===== src/rtl/serialin_pkg.sv =====
// Shared definitions for the serial-in scanner (and its serialout counterpart):
// state encoding and a constant-foldable clog2 helper.
package serialin_pkg;

   typedef enum logic [1:0] {
      S_IDLE  = 2'd0,
      S_LOAD  = 2'd1,
      S_SHIFT = 2'd2,
      S_DONE  = 2'd3
   } state_e;

   // Usable in localparam expressions; returns 0 for v <= 1.
   function automatic int clog2(input int v);
      int r;
      r = 0;
      while ((1 << r) < v) r++;
      return r;
   endfunction

endpackage


===== src/rtl/serialin_div.sv =====
// Tick generator: pulses tick once every CLK_DIV cycles while enabled,
// counter forced to zero while clr is high.
module serialin_div
   import serialin_pkg::*;
#(
   parameter int CLK_DIV = 16
) (
   input  logic clki,
   input  logic rst,
   input  logic en,
   input  logic clr,
   output logic tick
);

   localparam int CW = (clog2(CLK_DIV) < 1) ? 1 : clog2(CLK_DIV);
   localparam logic [CW-1:0] LAST = CW'(CLK_DIV - 1);

   logic [CW-1:0] cnt_q, cnt_d;

   assign tick = en & ~clr & (cnt_q == LAST);

   always_comb begin
      cnt_d = cnt_q;
      if (clr)
         cnt_d = '0;
      else if (en)
         cnt_d = (cnt_q == LAST) ? '0 : cnt_q + 1'b1;
   end

   always_ff @(posedge clki or posedge rst) begin
      if (rst) cnt_q <= '0;
      else     cnt_q <= cnt_d;
   end

endmodule


===== src/rtl/serialin.sv =====
// Scans a 74HC165-style PISO register and presents the captured word.
// Optional SERIALIN_DEBOUNCE_EN: accept a frame only if it repeats the previous one.
module serialin
   import serialin_pkg::*;
#(
   parameter int WIDTH   = 8,
   parameter int CLK_DIV = 16
) (
   input  logic             clki,
   input  logic             rst,
   input  logic             en,
   input  logic             sdata,
   output logic             sclk,
   output logic             sload_n,
   output logic [WIDTH-1:0] data_out,
   output logic             data_valid,
   output logic             busy
);

   localparam int IW = clog2(WIDTH) + 1;
   localparam logic [IW-1:0] LAST_BIT = IW'(WIDTH - 1);

   state_e           state_q, state_d;
   logic             phase_q, phase_d;
   logic [IW-1:0]    bit_q, bit_d;
   logic [WIDTH-1:0] shift_q, shift_d;
   logic [WIDTH-1:0] dout_q, dout_d;
   logic             dv_q, dv_d;
   logic             sclk_q, sclk_d;
   logic             sload_n_q, sload_n_d;
   logic             busy_q, busy_d;
   logic             tick, div_clr, accept;

   // Divider also held in DONE so each LOAD gets its full two ticks.
   assign div_clr = (state_q == S_IDLE) || (state_q == S_DONE);

   serialin_div #(.CLK_DIV(CLK_DIV)) u_div (
      .clki (clki),
      .rst  (rst),
      .en   (1'b1),
      .clr  (div_clr),
      .tick (tick)
   );

`ifdef SERIALIN_DEBOUNCE_EN
   logic [WIDTH-1:0] prev_q;

   assign accept = (shift_q == prev_q);

   always_ff @(posedge clki or posedge rst) begin
      if (rst)                     prev_q <= '0;
      else if (state_q == S_DONE)  prev_q <= shift_q;
   end
`else
   assign accept = 1'b1;
`endif

   always_comb begin
      state_d = state_q;
      phase_d = phase_q;
      bit_d   = bit_q;
      shift_d = shift_q;
      dout_d  = dout_q;
      dv_d    = 1'b0;
      case (state_q)
         S_IDLE: begin
            if (en) begin
               state_d = S_LOAD;
               phase_d = 1'b0;
            end
         end
         S_LOAD: begin
            if (tick) begin
               if (phase_q) begin
                  state_d = S_SHIFT;
                  phase_d = 1'b0;
                  bit_d   = '0;
               end else begin
                  phase_d = 1'b1;
               end
            end
         end
         S_SHIFT: begin
            if (tick) begin
               if (!phase_q) begin
                  // Sample on the last cycle of the low phase, just before sclk rises.
                  shift_d = (shift_q << 1) | WIDTH'(sdata);
                  phase_d = 1'b1;
               end else begin
                  phase_d = 1'b0;
                  if (bit_q == LAST_BIT) state_d = S_DONE;
                  else                   bit_d   = bit_q + 1'b1;
               end
            end
         end
         S_DONE: begin
            if (accept) begin
               dout_d = shift_q;
               dv_d   = 1'b1;
            end
            state_d = en ? S_LOAD : S_IDLE;
            phase_d = 1'b0;
            bit_d   = '0;
         end
         default: state_d = S_IDLE;
      endcase
   end

   // Pin outputs are registered from next state so they never glitch.
   always_comb begin
      sclk_d    = (state_d == S_SHIFT) && phase_d;
      sload_n_d = (state_d != S_LOAD);
      busy_d    = (state_d == S_LOAD) || (state_d == S_SHIFT);
   end

   always_ff @(posedge clki or posedge rst) begin
      if (rst) begin
         state_q   <= S_IDLE;
         phase_q   <= 1'b0;
         bit_q     <= '0;
         shift_q   <= '0;
         dout_q    <= '0;
         dv_q      <= 1'b0;
         sclk_q    <= 1'b0;
         sload_n_q <= 1'b1;
         busy_q    <= 1'b0;
      end else begin
         state_q   <= state_d;
         phase_q   <= phase_d;
         bit_q     <= bit_d;
         shift_q   <= shift_d;
         dout_q    <= dout_d;
         dv_q      <= dv_d;
         sclk_q    <= sclk_d;
         sload_n_q <= sload_n_d;
         busy_q    <= busy_d;
      end
   end

   assign sclk       = sclk_q;
   assign sload_n    = sload_n_q;
   assign data_out   = dout_q;
   assign data_valid = dv_q;
   assign busy       = busy_q;

endmodule

===== config.mk =====
export PLATFORM = sky130hd
export DESIGN_NAME = serialin
export DESIGN_NICKNAME = d
export VERILOG_FILES = /design/src/rtl/serialin_pkg.sv /design/src/rtl/serialin_div.sv /design/src/rtl/serialin.sv
export SDC_FILE = /design/constraint.sdc
export NUM_CORES = 1
export LEC_CHECK = 0
export CAP_MARGIN = 25
export CORE_UTILIZATION = 50
export DETAILED_ROUTE_END_ITERATION = 8
export PLACE_DENSITY = 0.72
export RECOVER_POWER = 25
export SKIP_LAST_GASP = 1
export SLEW_MARGIN = 30
export SYNTH_ARGS = -nofsm -noshare
export SYNTH_HDL_FRONTEND = slang
export SYNTH_SLANG_ARGS = --single-unit

===== constraint.sdc =====
create_clock -name clki -period 2.7 [get_ports clki]
set_input_delay 0.27 -clock clki [delete_from_list [all_inputs] [get_ports clki]]
set_output_delay 0.27 -clock clki [all_outputs]
set_load 0.1 [all_outputs]

==> results of run 1 <==
## path summary, 6_finish.rpt
path	start	end	slack (ns)	cells after the start
min in group asynchronous	rst	state_q[0]	0.93	3
min	u_div.cnt_q[0]	u_div.cnt_q[0]	0.50	1
min reg2reg	u_div.cnt_q[0]	u_div.cnt_q[0]	0.50	1
max reg2reg	state_q[0]	shift_q[0]	0.61	7
max in group asynchronous	rst	data_out[1]	0.84	3
max	state_q[0]	shift_q[0]	0.61	7
## layout make-up
cell class	instances	area, µm²
clock inverter	1	5.005
multi-input combinational	77	649.4
tap	31	38.79
timing repair buffer	16	123.9
fill	237	1107
sequential	31	777.0
clock buffer	7	45.04
inverter	9	35.03
## logic make-up after synthesis
| logic type | share of synthesized area, % |
|---|---|
| DFF | 52.23 |
| buffers and inverters | 4.121 |
| muxes | 12.11 |
| AOI/OAI and AO/OA | 12.03 |
| and+or+nand+nor | 11.36 |
| xor gates and xnor gates | 0.5888 |
| adders and majority gates | 7.570 |
## power by group through the flow
stage          clock, W  combinational, W  sequential [W]
6_report       0.000252          0.000364        0.000555
5_1_grt        0.000286          0.000402        0.000563
4_1_cts        0.000269          0.000368        0.000555
3_5_place_dp          0          0.000365        0.000565
3_3_place_gp          0          0.000362        0.000564
2_1_floorplan         0          0.000192        0.000672
## placed cells by master, fill, tap and decap left out, types with 2 or more instances in the layout
cell type and count:
a21boi_0 2, a221oi_1 2, a311o_1 2, a311oi_1 3
and2_1 2, buf_4 12, clkbuf_1 3, clkbuf_4 5
clkdlybuf4s50_1 2, clkinv_2 2, dfrtp_1 30, ha_1 9
inv_1 8, mux2_2 16, nand2_1 7, nand3_1 3
nand4_1 2, nor2_1 2, o211ai_1 2, o21ai_0 3
o311ai_0 2
## registers in the layout, summed over array words and instances (netlist names)
register     cells
sload_n          1
state_q          2
busy             1
u_div.cnt_q      4
bit_q            4
sclk             1
phase_q          1
data_valid       1
shift_q          8
data_out         8
## worst max-delay path: stages, from the launching register on
cell,delay (ns)
dfrtp_1,0.44
inv_1,0.09
ha_1,0.34
nand4_2,0.15
clkinv_2,0.14
ha_1,0.20
nand2_1,0.25
mux2_2,0.38
## per-stage QoR
step	power [W]	util (%)	area, µm²
5_1_grt	0.001252	60.19	1674
4_1_cts	0.001192	60.32	1678
6_report	0.001171	60.19	1674
2_1_floorplan	0.0008640	-	1488
3_5_place_dp	0.0009300	58.52	1628
3_3_place_gp	0.0009261	58.52	1628
## per-layer routing
layer | global-route usage [%] | vias up
met5 | 0 | -
met4 | 10.45 | 0
met3 | 6.452 | 6
met2 | 26.39 | 25
met1 | 25.23 | 506
li1 | - | 483
==> metrics.cfg, run 1 <==
[timing]
fin_skew_ns = 0.004682
fin_crit_ns = 2.088
setup_viol = 0
layout_setup_ws_ns = 0.6116
tns_ns = 0
fmaxAchievable_mhz = 478.8
finalHoldViolCount = 0
maxSlewViolCount = 32
fin_hold_ws_ns = 0.5028
worst-slew-pin-transition_ns = 1.609
max_slew_margin_pct = -7.274
rsz0062_at_grt = no
finalCritPeriodShare_pct = 77.35

[detailed_routing]
ant_nets = 0
drt-initial-drc-count = 44
drc = 0
via_count = 1020
drt-met1-wl_um = 1127
wire_per_inst_um = 14.31
drt-pass1-iter-count = 4
drt-total-wl_um = 2462
topRoutingLayerUsed = met4
wl_met3_um = 136
wl_met2_um = 1134
routed_via_density = 5.930

[global_route]
track_usage_pct = 18.77
grt_pass1_wl_um = 4402
antenna_found_initial = 0
grt-ovfl-total = 0
grt_max_degree = 32
grt_pass1_vias = 942

[critical_path]
worstPathRequired_ns = 2.92
critical_path.max_fanout = 8
worstPathArrival_ns = 2.30
worstSetupPathType = flop to flop
cp-start-kind = flop
cp-end-kind = flop

[pwr]
swShare_pct = 37.90
vdd_drop_max_mv = 0.5464
p_seq_share_pct = 47.4
p_clk_share_pct = 21.5
power_switching_w = 0.0004437
leakage_nw = 0.8243
intPower_w = 0.0007271
pwr_density_cell_mw_per_mm2 = 699.3
p_comb_share_pct = 31.1

[final_layout]
finalNetCount = 153
antennaDiodeCount = 0
areaGrowthSynthToFinish_pct = 12.53
fin_cells = 172
drive_gt1_share_pct = 27.66

[die]
pin_count = 16
die_y_um = 56.55
core_region_area_mm2 = 0.002781
dieArea_mm2 = 0.003197
die_x_um = 56.55
rows = 19
start_util_pct = 53.49

[yosys]
syn_area_per_cell_um2 = 12.40
yosysUniqueCellTypes = 40
synth_top_area_share_pct = 50.46
synthesis.area_mm2 = 0.001488
seq_area_frac_synth_pct = 52.23
synth_area_leaders = dfrtp_1, mux2_2, ha_1
ys_async_sr_fraction_pct = 100.0
synth_cells = 120
synthFlopType = dfrtp_1
synth_edf_count = 0
synthTopCellsByCount = dfrtp_1, mux2_2, ha_1
yosysTopAreaCell = dfrtp_1
synth_fp_nets = 133
yosys_warnings = 0
yosys.cell_count.top_type = dfrtp_1
synth.ff_latch_count = 31

[outcome]
status = complete, but fails checks
failed_checks = capacitance limit, slew limit

[place]
routabilityCongestion = 0.7751
portBuffers = 15
dpl.cell_count = 164
pre_cts_ws_ns = 0.6118
dp_hpwl_um = 1726

[clocking]
ctsHoldBuffers = 0
insertion_delay_ns = 0.33
cts.reportedPaths.clkPinSlew_ns = 0.09
clock-sinks = 31
cts_buffer_depth = 2
post-cts-setup-buffers = 0
ctsResizeCount = 0
cts_tree = built
cts_root_buffer = clkbuf_4
htreeDepth = 2
cts_made_buffers = 5

[flow_run]
drv_cap = 1

[worst_hold_path]
hold_class = flop to flop

Note: power is estimated with default switching activity, not from simulation.
==> run 2, diff against run 1 <==
--- a/config.mk
+++ b/config.mk
@@ -6,9 +6,9 @@
 export NUM_CORES = 1
 export LEC_CHECK = 0
 export CAP_MARGIN = 25
-export CORE_UTILIZATION = 50
+export CORE_UTILIZATION = 49
 export DETAILED_ROUTE_END_ITERATION = 8
-export PLACE_DENSITY = 0.72
+export PLACE_DENSITY = 0.73
 export RECOVER_POWER = 25
 export SKIP_LAST_GASP = 1
 export SLEW_MARGIN = 30
==> constraint.sdc (replaced) <==
create_clock -name clki -period 1.8 [get_ports clki]
set_input_delay 0.18 -clock clki [delete_from_list [all_inputs] [get_ports clki]]
set_output_delay 0.18 -clock clki [all_outputs]
set_load 0.1 [all_outputs]
==> metrics.cfg, run 2 (synthesis gave the netlist of run 1 again) <==
[global_route]
grt_max_degree = 21  ; -34%
grt_pass1_wl_um = 5133  ; +17%
track_usage_pct = 21.11  ; +2.3 points
grt-ovfl-total = 0  ; unchanged
antenna_found_initial = 0  ; unchanged
grt_pass1_vias = 1083  ; +15%

[clocking]
clock-sinks = 31  ; unchanged
cts_tree = built
cts.reportedPaths.clkPinSlew_ns = 0.10  ; about the same
htreeDepth = 2  ; unchanged
cts_made_buffers = 5  ; unchanged
cts_root_buffer = clkbuf_4
cts_buffer_depth = 2  ; unchanged
insertion_delay_ns = 0.33  ; about the same
ctsHoldBuffers = 0  ; unchanged

[timing]
worst-slew-pin-transition_ns = 0.8545  ; -0.7546 ns
fin_skew_ns = 0.01039  ; +0.005706 ns
max_slew_margin_pct = 42.94  ; +50 points
finalHoldViolCount = 0  ; unchanged
setup_viol = 0  ; unchanged
maxSlewViolCount = 0  ; -100%
fmaxAchievable_mhz = 569.6  ; +19%
fin_crit_ns = 1.756  ; -0.3329 ns
finalCritPeriodShare_pct = 97.53  ; +20 points

[critical_path]
path_cells = inv_1 -> ha_2 -> and4b_1 -> a21boi_2 -> a311oi_1 -> ha_1 -> and2_1
r2r_setup_slack_ns = 0.04  ; -0.57 ns
worstPathRequired_ns = 2.04  ; -0.88 ns
worstPathArrival_ns = 1.99  ; -0.31 ns
crit_buf_inv = 1  ; -1
r2r_start = state_q[0]
cp-end-kind = flop
critical_path.max_fanout = 2  ; -6
reg2reg_depth = 7  ; unchanged
slowest_stage = dfrtp_1
cp-start-kind = flop
worstSetupPathType = flop to flop
r2r-end = sclk
max_stage_delay_ns = 0.41  ; -0.03 ns
path_delay_family = adder cells

[detailed_routing]
drt-pass1-iter-count = 6  ; +2
routed_via_density = 5.588  ; -5.8%
via_count = 1045  ; +2.5%
ant_nets = 0  ; unchanged
drc = 6  ; +6
drt-total-wl_um = 3058  ; +24%
drt-initial-drc-count = 22  ; -50%
wire_per_inst_um = 16.35  ; +14%

[outcome]
failed_checks = DRC
status = complete, but fails checks

[final_layout]
layout_commonest_cell = dfrtp_1
final_area_mm2 = 0.001882  ; +12%
finalNetCount = 168  ; +9.8%
areaGrowthSynthToFinish_pct = 26.49
drive_gt1_share_pct = 40.38  ; +13 points
layout_common_cells = dfrtp_1, buf_4, mux2_2
antennaDiodeCount = 0  ; unchanged
post-route-util_pct = 67.08  ; +6.9 points

[place]
routabilityCongestion = 0.8137  ; +5.0%
placed_cell_area_mm2 = 0.001773  ; +8.9%
portBuffers = 15  ; unchanged
dp_hpwl_um = 2212  ; +28%

[die]
pin_count = 16  ; unchanged
die_x_um = 57.10  ; +0.98%
core_region_area_mm2 = 0.002805  ; +0.85%
rows = 19  ; unchanged
dieArea_mm2 = 0.003260  ; +2.0%
start_util_pct = 53.03  ; -0.45 points
die_y_um = 57.10  ; +0.98%

[pwr]
pwr_density_cell_mw_per_mm2 = 1036  ; +48%
leakage_nw = 0.9351  ; +13%
vdd_drop_max_mv = 0.9030  ; +65%

[worst_hold_path]
hold_class = primary input to asynchronous set/reset pin

[flow_run]
drv_cap = 0  ; -1

## run 2: cell types whose count changed in the layout (fill, tap and decap cells not counted), moves of 2 or more
cell,previous run,this run
clkbuf_1,3,1
ha_1,9,6
ha_2,0,2
buf_4,12,25
buf_12,0,2
## run 2: power breakdown
group          leakage, nW  switching, W  internal (W)
registers            0.420     0.0000639      0.000773
logic                0.487      0.000437      0.000281
clock network       0.0282      0.000245      0.000151
## run 2: final cells by class
class | count | area [µm²]
Fill cell | 220 | 923.4
Sequential cell | 31 | 777.0
Multi-Input combinational cell | 77 | 705.7
Timing Repair Buffer | 31 | 270.3
Clock buffer | 6 | 41.29
Tap cell | 31 | 38.79
Inverter | 9 | 36.28
Clock inverter | 2 | 12.51
## run 2: worst max-delay path by stage
stage	to	startpoint	cells past startpoint	slack (ns)
finish	sclk	state_q[0]	7	0.04
global placement	shift_q[7]	state_q[1]	7	0.01
CTS	sclk	state_q[0]	7	0.003
global route	busy	state_q[0]	8	-0.02
detailed placement	sclk	state_q[1]	7	-0.06
floorplan	shift_q[0]	state_q[0]	7	0.003
## run 2: worst register-to-register path, delay by kind of cell (launching register included)
kind | cells | cell delay, ns
AOI/OAI and AO/OA | 2 | 0.30
and+or+nand+nor | 2 | 0.35
buffers and inverters | 1 | 0.14
DFF | 1 | 0.41
adders and majority gates | 2 | 0.46
## run 2: stage by stage
step / total power (W) / setup TNS, ns / hold WS [ns] / std cells / setup WS, ns
final: 0.001949 / 0 / 0.2885 / 187 / 0.04443
after detailed placement: 0.001508 / -0.2531 / 0.4948 / 178 / -0.05910
after global routing: 0.002050 / -0.03323 / 0.3206 / 187 / -0.01696
after CTS: 0.001911 / 0 / 0.1953 / 187 / 0.002790
after global placement: 0.001498 / 0 / 0.4753 / 178 / 0.01432
after floorplan: 0.001296 / 0 / 0.2828 / 120 / 0.003237
## run 2: timing repair
| action | 4_1_cts | 5_1_grt |
|---|---|---|
| buffers inserted | 1 | 0 |
| setup endpoints to repair | 9 | 12 |
| pin swaps | 0 | 3 |
| resized for setup | 2 | 8 |
| gates cloned | 0 | 0 |
## run 2: layer usage
metal | vias up | GRT usage (%) | share of wire [%]
met1 | 509 | 25.67 | 44
li1 | 513 | - | -
met4 | 0 | 9.408 | 1.7
met5 | - | 0 | 0
met2 | 17 | 36.30 | 52
met3 | 6 | 4.308 | 3.0
==> run 3, diff against run 2 <==
--- a/config.mk
+++ b/config.mk
@@ -6,9 +6,10 @@
 export NUM_CORES = 1
 export LEC_CHECK = 0
 export CAP_MARGIN = 25
-export CORE_UTILIZATION = 49
+export CORE_MARGIN = 10
+export CORE_UTILIZATION = 40
+export CTS_BUF_LIST = sky130_fd_sc_hd__clkbuf_16
 export DETAILED_ROUTE_END_ITERATION = 8
-export PLACE_DENSITY = 0.73
 export RECOVER_POWER = 25
 export SKIP_LAST_GASP = 1
 export SLEW_MARGIN = 30
==> metrics.cfg, run 3 (synthesis gave the netlist of run 1 again) <==
[detailed_routing]
drt-total-wl_um = 3056  ; about the same
drc = 0  ; -6
drt-initial-drc-count = 83  ; +280%
wire_per_inst_um = 14.69  ; -10%
routed_via_density = 5.240  ; -6.2%
via_count = 1090  ; +4.3%
ant_nets = 0  ; unchanged
drt-pass1-iter-count = 4  ; -2

[timing]
worst-slew-pin-transition_ns = 0.7548  ; -0.09971 ns
fin_crit_ns = 1.772  ; +0.01663 ns
tns_ns = 0  ; unchanged
rsz0062_at_grt = yes
fmaxAchievable_mhz = 564.3  ; -0.94%
fin_skew_ns = 0.003667  ; -0.006721 ns
finalHoldViolCount = 0  ; unchanged
setup_viol = 0  ; unchanged
maxSlewViolCount = 0  ; unchanged
finalCritPeriodShare_pct = 98.46  ; +0.92 points
max_slew_margin_pct = 49.68  ; +6.7 points

[global_route]
grt_pass1_wl_um = 4995  ; -2.7%
top_usage_layer = met2
antenna_found_initial = 0  ; unchanged
grt_pass1_vias = 1119  ; +3.3%
use_met1_pct = 11.05  ; -15 points
track_usage_pct = 9.841  ; -11 points
grt_max_degree = 32  ; +52%
grtUsageMet2_pct = 15.61  ; -21 points
grt_use_met3_pct = 4.636  ; +0.33 points
grt-ovfl-total = 0  ; unchanged

[critical_path]
cp-start-kind = flop
critical_path.max_fanout = 3  ; +1
worstPathArrival_ns = 1.98  ; about the same
worstPathRequired_ns = 2.01  ; -0.03 ns
cp-end-kind = flop
worstSetupPathType = flop to flop

[die]
dieArea_mm2 = 0.006559  ; +100%
core_region_area_mm2 = 0.003633  ; +30%
die_y_um = 80.99  ; +42%
start_util_pct = 40.94  ; -12 points
die_x_um = 80.99  ; +42%
pin_count = 16  ; unchanged
rows = 22  ; +3

[clocking]
cts_made_buffers = 5  ; unchanged
htreeDepth = 2  ; unchanged
cts.reportedPaths.clkPinSlew_ns = 0.05  ; -0.05 ns
cts_tree = built
cts_root_buffer = clkbuf_16
clock-sinks = 31  ; unchanged
insertion_delay_ns = 0.27  ; -0.06 ns
cts_buffer_depth = 2  ; unchanged

[place]
dpl.cell_count = 195  ; +9.6%
portBuffers = 15  ; unchanged
dp_hpwl_um = 2176  ; -1.6%
routabilityCongestion = 0.8863  ; +8.9%

[outcome]
status = complete, no violations

[pwr]
p_clk_share_pct = 36.1  ; +16 points
swShare_pct = 31.44  ; -6.8 points
p_comb_share_pct = 30.6  ; -6.2 points
intPower_w = 0.001731  ; +44%
leakage_nw = 1.013  ; +8.3%
vdd_drop_max_mv = 0.5722  ; -37%
pwr_density_cell_mw_per_mm2 = 1222  ; +18%
p_seq_share_pct = 33.3  ; -9.6 points
power_switching_w = 0.0007938  ; +6.5%

[final_layout]
drive_gt1_share_pct = 46.88  ; +6.5 points
nFillCells = 317  ; +44%
finalNetCount = 172  ; +2.4%
layout_common_cells = dfrtp_1, buf_4, mux2_2
areaGrowthSynthToFinish_pct = 38.86
layout_commonest_cell = dfrtp_1
fin_cells = 208  ; +11%
regArea_um2 = 777.0  ; unchanged
antennaDiodeCount = 0  ; unchanged
multi_input_area_um2 = 747.0  ; +5.9%

[worst_hold_path]
hold_class = flop to flop

[flow_run]
drv_cap = 0  ; unchanged

## run 3: final timing paths
path                                start              to  slack [ns]  cells after the start
hold reg to reg            u_div.cnt_q[0]  u_div.cnt_q[0]        0.50                      1
setup reg to reg               state_q[1]            busy        0.03                      7
min in group asynchronous             rst  u_div.cnt_q[3]        0.57                      3
hold / removal             u_div.cnt_q[0]  u_div.cnt_q[0]        0.50                      1
max in group asynchronous             rst            busy        0.75                      3
setup / recovery               state_q[1]            busy        0.03                      7
## run 3: critical path: stages, from the launching register on
cell,delay [ns]
dfrtp_1,0.41
buf_4,0.16
ha_4,0.16
and4b_1,0.19
a21boi_2,0.17
a311oi_2,0.27
ha_2,0.31
inv_1,0.05
## run 3: power groups by stage
stage / Clock, W / Sequential [W] / Combinational, W
final: 0.000911 / 0.000842 / 0.000771
after detailed placement: 0 / 0.000845 / 0.000670
after global placement: 0 / 0.000838 / 0.000664
after global routing: 0.000974 / 0.000847 / 0.000834
after CTS: 0.000937 / 0.000834 / 0.000679
after floorplan: 0 / 0.00101 / 0.000288
## run 3: metal layers
| layer | vias to the layer above | wire length (µm) |
|---|---|---|
| li1 | 520 | - |
| met1 | 539 | 1295 |
| met2 | 27 | 1554 |
| met3 | 4 | 177 |
| met4 | 0 | 28 |
| met5 | - | 0 |
## run 3: through the flow
step / utilization, % / instance area, µm² / power [W] / hold WS (ns) / setup slack [ns]
final: 56.85 / 2066 / 0.002525 / 0.5011 / 0.02780
after global routing: 56.85 / 2066 / 0.002655 / 0.5097 / -0.05543
after CTS: 53.82 / 1956 / 0.002450 / 0.3121 / 0.0002136
after detailed placement: 48.69 / 1769 / 0.001516 / 0.4831 / -0.03001
after global placement: 48.69 / 1769 / 0.001502 / 0.4736 / 0.01951
after floorplan: - / 1490 / 0.001296 / 0.2828 / 0.003237
## run 3: cell type report
type,count,area share (%)
multi-input combinational,77,36.16
clock inverter,3,1.878
sequential,31,37.61
tap,48,2.907
inverter,9,1.757
timing repair buffer,35,13.63
clock buffer,5,6.057
## run 3: what timing repair did
action	4_1_cts	5_1_grt
setup endpoints to repair	10	14
gates cloned	0	1
gates resized for setup	3	19
hold buffers	0	0
setup buffers	1	4
pin swaps	1	7
